## src/rtl/ddr_wr_pkg.sv

```systemverilog
// Shared types and constants for the frame-buffer DDR write-burst controller.
//   state_e        : burst FSM states (IDLE -> AW -> DATA -> RESP)
//   BYTES_PER_BEAT : address advance per 256-bit beat
//   LEN_W          : width of a burst length counter (holds 1..256)
package ddr_wr_pkg;
  typedef enum logic [1:0] {ST_IDLE, ST_AW, ST_DATA, ST_RESP} state_e;

  localparam int unsigned DATA_W_DEF     = 256;
  localparam int unsigned BYTES_PER_BEAT = DATA_W_DEF / 8;
  localparam int unsigned LEN_W          = 9;
endpackage

```

## src/rtl/ddr_wr_skid_buf.sv

```systemverilog
// Two-entry valid/ready buffer behind a 1-cycle-latency FIFO read port.
//   clk_i, rst_n_i : clock, synchronous active-low reset (empties buffer)
//   rd_en_i        : FIFO pop issued this cycle; data arrives next cycle
//   rd_data_i      : FIFO read data
//   room_o         : occupancy + in-flight read < 2, a new pop may be issued
//   valid_o/data_o : buffer head
//   ready_i        : consumer takes the head
module ddr_wr_skid_buf #(
  parameter int unsigned DATA_W = 256
) (
  input  logic              clk_i,
  input  logic              rst_n_i,
  input  logic              rd_en_i,
  input  logic [DATA_W-1:0] rd_data_i,
  output logic              room_o,
  output logic              valid_o,
  output logic [DATA_W-1:0] data_o,
  input  logic              ready_i
);
  logic [1:0][DATA_W-1:0] mem_q;
  logic                   wr_ptr_q, rd_ptr_q, infl_q;
  logic [1:0]             cnt_q;
  logic                   push, pop;

  // A read issued last cycle lands now.
  assign push    = infl_q;
  assign pop     = valid_o && ready_i;
  assign valid_o = (cnt_q != 2'd0);
  assign data_o  = mem_q[rd_ptr_q];
  assign room_o  = ({1'b0, cnt_q} + {2'b0, infl_q}) < 3'd2;

  always_ff @(posedge clk_i) begin
    if (!rst_n_i) begin
      wr_ptr_q <= 1'b0;
      rd_ptr_q <= 1'b0;
      infl_q   <= 1'b0;
      cnt_q    <= 2'd0;
    end else begin
      infl_q <= rd_en_i;
      if (push) wr_ptr_q <= ~wr_ptr_q;
      if (pop)  rd_ptr_q <= ~rd_ptr_q;
      cnt_q <= cnt_q + {1'b0, push} - {1'b0, pop};
    end
  end

  always_ff @(posedge clk_i) begin
    if (push) mem_q[wr_ptr_q] <= rd_data_i;
  end
endmodule

```

## src/rtl/ddr_wr_burst_ctrl.sv

```systemverilog
// Pops 256-bit words from the pixel FIFO and issues AXI-style write bursts
// over a linear frame buffer starting at BASE_ADDR, wrapping at frame end.
//   rd_clk/rd_rst_n      : clock, synchronous active-low reset
//   enable, frame_start  : allow new bursts / restart address (latched pulse)
//   flush_req            : drain a partial burst (DDR_WR_FLUSH_EN builds only)
//   fifo_rd_*            : FIFO read side (1-cycle read latency)
//   aw*/w*/b*            : DDR write address, data and response channels
//   busy, frame_done     : not-idle flag, pulse after a frame's last B response
// Build macro: DDR_WR_FLUSH_EN enables the partial-burst flush.
module ddr_wr_burst_ctrl
  import ddr_wr_pkg::*;
#(
  parameter int unsigned       DATA_W      = 256,
  parameter int unsigned       ADDR_W      = 28,
  parameter int unsigned       RD_DEPTH_W  = 6,
  parameter int unsigned       BURST_LEN   = 16,
  parameter logic [ADDR_W-1:0] BASE_ADDR   = '0,
  parameter int unsigned       FRAME_BEATS = 129600
) (
  input  logic                  rd_clk,
  input  logic                  rd_rst_n,
  input  logic                  enable,
  input  logic                  frame_start,
  input  logic                  flush_req,
  output logic                  fifo_rd_en,
  input  logic [DATA_W-1:0]     fifo_rd_data,
  input  logic                  fifo_rd_empty,
  input  logic [RD_DEPTH_W:0]   fifo_rd_water_level,
  output logic                  awvalid,
  input  logic                  awready,
  output logic [ADDR_W-1:0]     awaddr,
  output logic [7:0]            awlen,
  output logic                  wvalid,
  input  logic                  wready,
  output logic [DATA_W-1:0]     wdata,
  output logic                  wlast,
  input  logic                  bvalid,
  output logic                  bready,
  output logic                  busy,
  output logic                  frame_done
);
`ifdef DDR_WR_FLUSH_EN
  localparam bit FLUSH_EN = 1'b1;
`else
  localparam bit FLUSH_EN = 1'b0;
`endif
  localparam int unsigned FC_W = $clog2(FRAME_BEATS + 1);

  state_e            state_q, state_d;
  logic [ADDR_W-1:0] ptr_q, ptr_d, ptr_nx;
  logic [FC_W-1:0]   fcnt_q, fcnt_d, fcnt_nx, rem;
  logic [LEN_W-1:0]  len_q, len_d, len_full, popc_q, popc_d, beatc_q, beatc_d;
  logic              fs_q, fs_d, fs_clr, fl_q, fl_d, fl_clr, fdone_q, fdone_d;
  logic              full_ok, pop_en, w_hs;
  logic              skid_room, skid_valid;
  logic [DATA_W-1:0] skid_data;

  // Last burst of a frame is shortened to the frame remainder.
  assign rem      = FC_W'(FRAME_BEATS) - fcnt_q;
  assign len_full = (32'(rem) >= BURST_LEN) ? LEN_W'(BURST_LEN) : LEN_W'(rem);
  assign full_ok  = 32'(fifo_rd_water_level) >= 32'(len_full);
  assign pop_en   = (popc_q < len_q) && skid_room && !fifo_rd_empty;

  assign wvalid     = (state_q == ST_DATA) && skid_valid;
  assign wdata      = wvalid ? skid_data : '0;
  assign wlast      = wvalid && (beatc_q == len_q - LEN_W'(1));
  assign w_hs       = wvalid && wready;
  assign busy       = (state_q != ST_IDLE);
  assign frame_done = fdone_q;

  ddr_wr_skid_buf #(.DATA_W(DATA_W)) u_skid (
    .clk_i    (rd_clk),
    .rst_n_i  (rd_rst_n),
    .rd_en_i  (fifo_rd_en),
    .rd_data_i(fifo_rd_data),
    .room_o   (skid_room),
    .valid_o  (skid_valid),
    .data_o   (skid_data),
    .ready_i  ((state_q == ST_DATA) && wready)
  );

  always_comb begin
    state_d    = state_q;
    ptr_d      = ptr_q;
    fcnt_d     = fcnt_q;
    len_d      = len_q;
    popc_d     = popc_q;
    beatc_d    = beatc_q;
    fdone_d    = 1'b0;
    fs_clr     = 1'b0;
    fl_clr     = 1'b0;
    awvalid    = 1'b0;
    awaddr     = '0;
    awlen      = '0;
    bready     = 1'b0;
    fifo_rd_en = 1'b0;
    ptr_nx     = ptr_q + ADDR_W'(len_q) * ADDR_W'(BYTES_PER_BEAT);
    fcnt_nx    = fcnt_q + FC_W'(len_q);
    unique case (state_q)
      ST_IDLE: begin
        // A pending restart takes one idle cycle so len is recomputed from 0.
        if (fs_q) begin
          ptr_d  = BASE_ADDR;
          fcnt_d = '0;
          fs_clr = 1'b1;
        end else if (enable && full_ok) begin
          len_d   = len_full;
          popc_d  = '0;
          beatc_d = '0;
          state_d = ST_AW;
        end else if (FLUSH_EN && fl_q) begin
          if (fifo_rd_water_level == '0) begin
            fl_clr = 1'b1;
          end else if (enable) begin
            len_d   = LEN_W'(fifo_rd_water_level);
            popc_d  = '0;
            beatc_d = '0;
            fl_clr  = 1'b1;
            state_d = ST_AW;
          end
        end
      end
      ST_AW: begin
        awvalid    = 1'b1;
        awaddr     = ptr_q;
        awlen      = 8'(len_q - LEN_W'(1));
        fifo_rd_en = pop_en;
        if (awready) state_d = ST_DATA;
      end
      ST_DATA: begin
        fifo_rd_en = pop_en;
        if (w_hs && wlast) state_d = ST_RESP;
      end
      ST_RESP: begin
        bready = 1'b1;
        if (bvalid) begin
          state_d = ST_IDLE;
          if (fcnt_nx == FC_W'(FRAME_BEATS)) begin
            ptr_d   = BASE_ADDR;
            fcnt_d  = '0;
            fdone_d = 1'b1;
          end else begin
            ptr_d  = ptr_nx;
            fcnt_d = fcnt_nx;
          end
        end
      end
      default: state_d = ST_IDLE;
    endcase
    if (fifo_rd_en) popc_d  = popc_q + LEN_W'(1);
    if (w_hs)       beatc_d = beatc_q + LEN_W'(1);
    fs_d = frame_start || (fs_q && !fs_clr);
    fl_d = FLUSH_EN && (flush_req || (fl_q && !fl_clr));
  end

  always_ff @(posedge rd_clk) begin
    if (!rd_rst_n) begin
      state_q <= ST_IDLE;
      ptr_q   <= BASE_ADDR;
      fcnt_q  <= '0;
      len_q   <= '0;
      popc_q  <= '0;
      beatc_q <= '0;
      fs_q    <= 1'b0;
      fl_q    <= 1'b0;
      fdone_q <= 1'b0;
    end else begin
      state_q <= state_d;
      ptr_q   <= ptr_d;
      fcnt_q  <= fcnt_d;
      len_q   <= len_d;
      popc_q  <= popc_d;
      beatc_q <= beatc_d;
      fs_q    <= fs_d;
      fl_q    <= fl_d;
      fdone_q <= fdone_d;
    end
  end
endmodule

```

## config.mk

```make
export PLATFORM = sky130hd
export DESIGN_NAME = ddr_wr_burst_ctrl
export DESIGN_NICKNAME = d
export VERILOG_FILES = /design/src/rtl/ddr_wr_pkg.sv /design/src/rtl/ddr_wr_skid_buf.sv /design/src/rtl/ddr_wr_burst_ctrl.sv
export SDC_FILE = /design/constraint.sdc
export NUM_CORES = 1
export LEC_CHECK = 0
export ABC_AREA = 0
export BUFFER_PORTS_ARGS = -buffer_cell sky130_fd_sc_hd__buf_2
export CAP_MARGIN = 20
export CORE_MARGIN = 2
export CORE_UTILIZATION = 50
export CTS_CLUSTER_DIAMETER = 100
export DETAILED_ROUTE_END_ITERATION = 6
export PLACE_DENSITY = 0.83
export SLEW_MARGIN = 0
export SYNTH_ARGS = -nofsm -noshare
export SYNTH_HDL_FRONTEND = slang
export SYNTH_SLANG_ARGS = --single-unit
```

## constraint.sdc

```tcl
create_clock -name rd_clk -period 13.6 [get_ports rd_clk]
set_input_delay 1.36 -clock rd_clk [delete_from_list [all_inputs] [get_ports rd_clk]]
set_output_delay 1.36 -clock rd_clk [all_outputs]
set_load 0.05 [all_outputs]
```

==> summary.txt <==
Finish
  • Final nets: 2662
  • Synth-to-Final Area Change: 21.9%
  • Post-Layout Cell Count: 3069
  • Share of cells above drive strength 1: 28.5%

Placed design
  • DP HPWL: 45300 µm
  • DP Cell Count: 2949
  • Gpl congestion: 0.900
  • Port bufs: 564

Timing
  • Fin. max-slew vios: 0
  • Final Skew: 28.3 ps
  • Worst slew pin tran: 1240 ps
  • Setup Viol. Count Final: 0
  • Final hold vios: 0
  • Slew HR: 17.4%
  • Min Clock Period, post-route: 5070 ps
  • Fmax: 0.197 GHz
  • Part of the cycle the worst path needs: 37.3%
  • Sum of negative setup slack: 0 ps
  • RSZ-0062 raised after global routing: no

Detailed routing
  • DRT Wirelength: 65900 µm
  • Detailed-route DRC error count: 0
  • Antenna-violating nets left: 0
  • Vias per cell: 5.51
  • Average routed wire per standard cell: 21.5 µm
  • Number of DRC markers in iteration 0: 1238
  • TritonRoute pass-1 iters: 7
  • Via count: 16.9k

Synth
  • Netlist cell types: 76
  • Number of flops mapped to enable cells by yosys: 512
  • Post-Synthesis Cell Area: 24800 µm²
  • Mean Syn Cell Area: 13.8 µm²
  • Yosys warning count: 0
  • Post-synthesis sequential area ratio: 68.2%
  • Dominant synthesized flop cell: edfxtp_1
  • Seq cells post-synth: 588
  • Synth async-reset ratio: 0%
  • Post-synthesis instance total: 1800

GRT
  • GRT Total Usage: 24.9%
  • Largest net degree at the start of global routing: 181
  • Global-route wire length before repair: 96500 µm
  • Initial antenna violation count: 31
  • GR Overflow Total: 0
  • Vias in the first global route: 16.8k

Worst hold path
  • Worst Hold Path Cells: 2
  • Beginning of the worst hold path: ptr_q[11]
  • Worst hold path class: register to register
  • Hold Path End: ptr_q[11]

CTS
  • CTS sink count: 588
  • Total CTS buffers: 58
  • Worst-path clk slew: 70 ps
  • CTS tree: yes
  • CTS root buffer: clkbuf_16
  • Post-cts sizing count: 0
  • Largest buffer count on any clock path: 3
  • Setup fix buffers added after clock tree synthesis: 0
  • Hold-fix buffers, CTS: 0
  • CTS H-Tree Depth: 2
  • Clock Latency Late Sink: 620 ps

Power and ir drop
  • Power Density: 127 nW/µm²
  • Worst VDD drop: 0.000124 V
  • Leakage: 11.3 nW

Setup path
  • Crit path launch type: register
  • Cell mode on critical path: buf_4
  • Worst Path Buf+Inv: 4
  • Critical path peak fanout: 93
  • Critical Path, Cell by Cell: inv_1, ha_1, o21ai_4, buf_4, buf_4, nor2_1, buf_2
  • Critical path capture point type: output port
  • FF-to-FF Start: fcnt_q[0]
  • Flop2flop setup slack: 8610 ps
  • Reg-to-reg endpoint: popc_q[5]
  • Reg2reg path depth: 18
  • Critical path's largest stage delay: 910 ps
  • Max stage delay cell, worst path: buf_4
  • Kind of cell adding the most delay to the critical path: buffers and inverters
  • CP required: 12240 ps
  • Arrival time at the worst endpoint: 3710 ps
  • Crit Path Category: register to output port

Die
  • Initial Util: 50.6%
  • Die height: 227 µm
  • Total core area: 49000 µm²
  • Num ports: 571
  • Die ar.: 51300 µm²
  • Die width: 227 µm
  • Number of cell rows: 81

Run status
  • Status: finished, final reports clean

Run
  • # Max-Cap Violations: 0
-- power breakdown --
part           leakage, nW  switching (mW)  internal, mW  total [mW]
Clock                0.945           0.679         0.970        1.65
Sequential            5.21         0.00576          1.97        1.98
Combinational         5.17           0.146        0.0649       0.210
Total                 11.3           0.830          3.01        3.84
-- cells by family after synthesis --
kind of cell | count (synthesis) | synth area share (%)
simple gates | 556 | 10.3
xor+xnor | 40 | 1.47
buf+inv | 133 | 2.17
mux | 260 | 10.5
flops | 588 | 68.2
fa+ha+maj | 45 | 2.33
other cells | 2 | 0.0303
compound gates | 176 | 4.95
-- cells in the mapped netlist, types with 25 or more instances --
cell type | count | area [µm²]
nand3_1 | 38 | 190
ha_1 | 43 | 538
nor2_1 | 308 | 1160
dfxtp_1 | 76 | 1520
buf_1 | 25 | 93.8
clkbuf_1 | 59 | 221
nand2_1 | 71 | 267
a21oi_1 | 34 | 170
and2_1 | 31 | 194
inv_1 | 36 | 135
edfxtp_1 | 512 | 15400
mux2i_1 | 259 | 2590
-- cells in the final DEF, fill, tap and decap left out, drive strengths merged, types with 6 or more instances in the layout --
| master | Yosys | layout |
|---|---|---|
| xnor2 | 23 | 23 |
| diode | 0 | 15 |
| clkbuf | 59 | 74 |
| nand3b | 8 | 8 |
| and3 | 11 | 11 |
| nor2b | 13 | 13 |
| clkinv | 0 | 17 |
| ha | 43 | 43 |
| xor2 | 16 | 16 |
| mux2i | 259 | 259 |
| and2 | 34 | 34 |
| a22oi | 6 | 6 |
| conb | 2 | 7 |
| nand3 | 39 | 39 |
| nor2 | 308 | 308 |
| a22o | 7 | 7 |
| or3 | 7 | 7 |
| dfxtp | 76 | 76 |
| o21ai | 35 | 35 |
| a21o | 13 | 13 |
| buf | 37 | 576 |
| inv | 37 | 40 |
| nand2 | 71 | 71 |
| a31oi | 19 | 19 |
| o31ai | 8 | 8 |
| nand4 | 14 | 14 |
| bufinv | 0 | 9 |
| a21oi | 34 | 34 |
| edfxtp | 512 | 512 |
| nor3 | 19 | 19 |
| o211ai | 9 | 9 |
-- cell type report --
class	instances	area, µm²
tap	664	831
inverter	37	139
multi-input combinational	1084	7370
sequential	588	16900
fill	3596	18800
clock inverter	31	432
timing repair buffer	576	2940
clock buffer	74	1530
antenna	15	37.5
-- state kept, by name, indices dropped and copies added, names as in the netlist, 2 cells and up --
name and cells:
u_skid.mem_q 512, state_q 2, ptr_q 23, len_q 9, u_skid.cnt_q 2, popc_q 9, beatc_q 9, fcnt_q 17
-- routing by layer --
metal  routed length (µm)  global-route usage [%]
met4                 3460                    12.3
met2                34000                    43.4
met1                22800                    27.7
met3                 5410                    7.53
met5                  235                       0
-- stage by stage --
step | util [%] | cell area [µm²] | setup slack [ps] | hold slack [ps] | total power, mW
after floorplan | - | 24800 | 1570 | 438 | 2.14
after global placement | 57.6 | 28200 | 8870 | 458 | 2.21
after detailed placement | 57.6 | 28200 | 8730 | 469 | 2.22
after CTS | 61.6 | 30100 | 8510 | 478 | 3.86
after global routing | 61.6 | 30200 | 8290 | 502 | 3.94
final | 61.7 | 30200 | 8530 | 470 | 3.84
-- tightest hold or removal path, cell delays in order, from the launching register on --
cell	delay, ps
dfxtp_1	320
nand2_1	50
o21ai_1	50
-- worst max-delay path by stage --
| stage | startpoint | endpoint | slack, ps | cells past startpoint |
|---|---|---|---|---|
| after floorplan | u_skid.infl_q | u_skid.wr_ptr_q | 1570 | 3 |
| after global placement | fcnt_q[0] | popc_q[6] | 8870 | 18 |
| after detailed placement | fcnt_q[0] | popc_q[5] | 8730 | 18 |
| after CTS | state_q[0] | wdata[31] | 8510 | 7 |
| after global routing | fcnt_q[0] | popc_q[6] | 8290 | 18 |
| final | state_q[0] | wdata[31] | 8530 | 7 |
(Power assumes the default switching activity.)
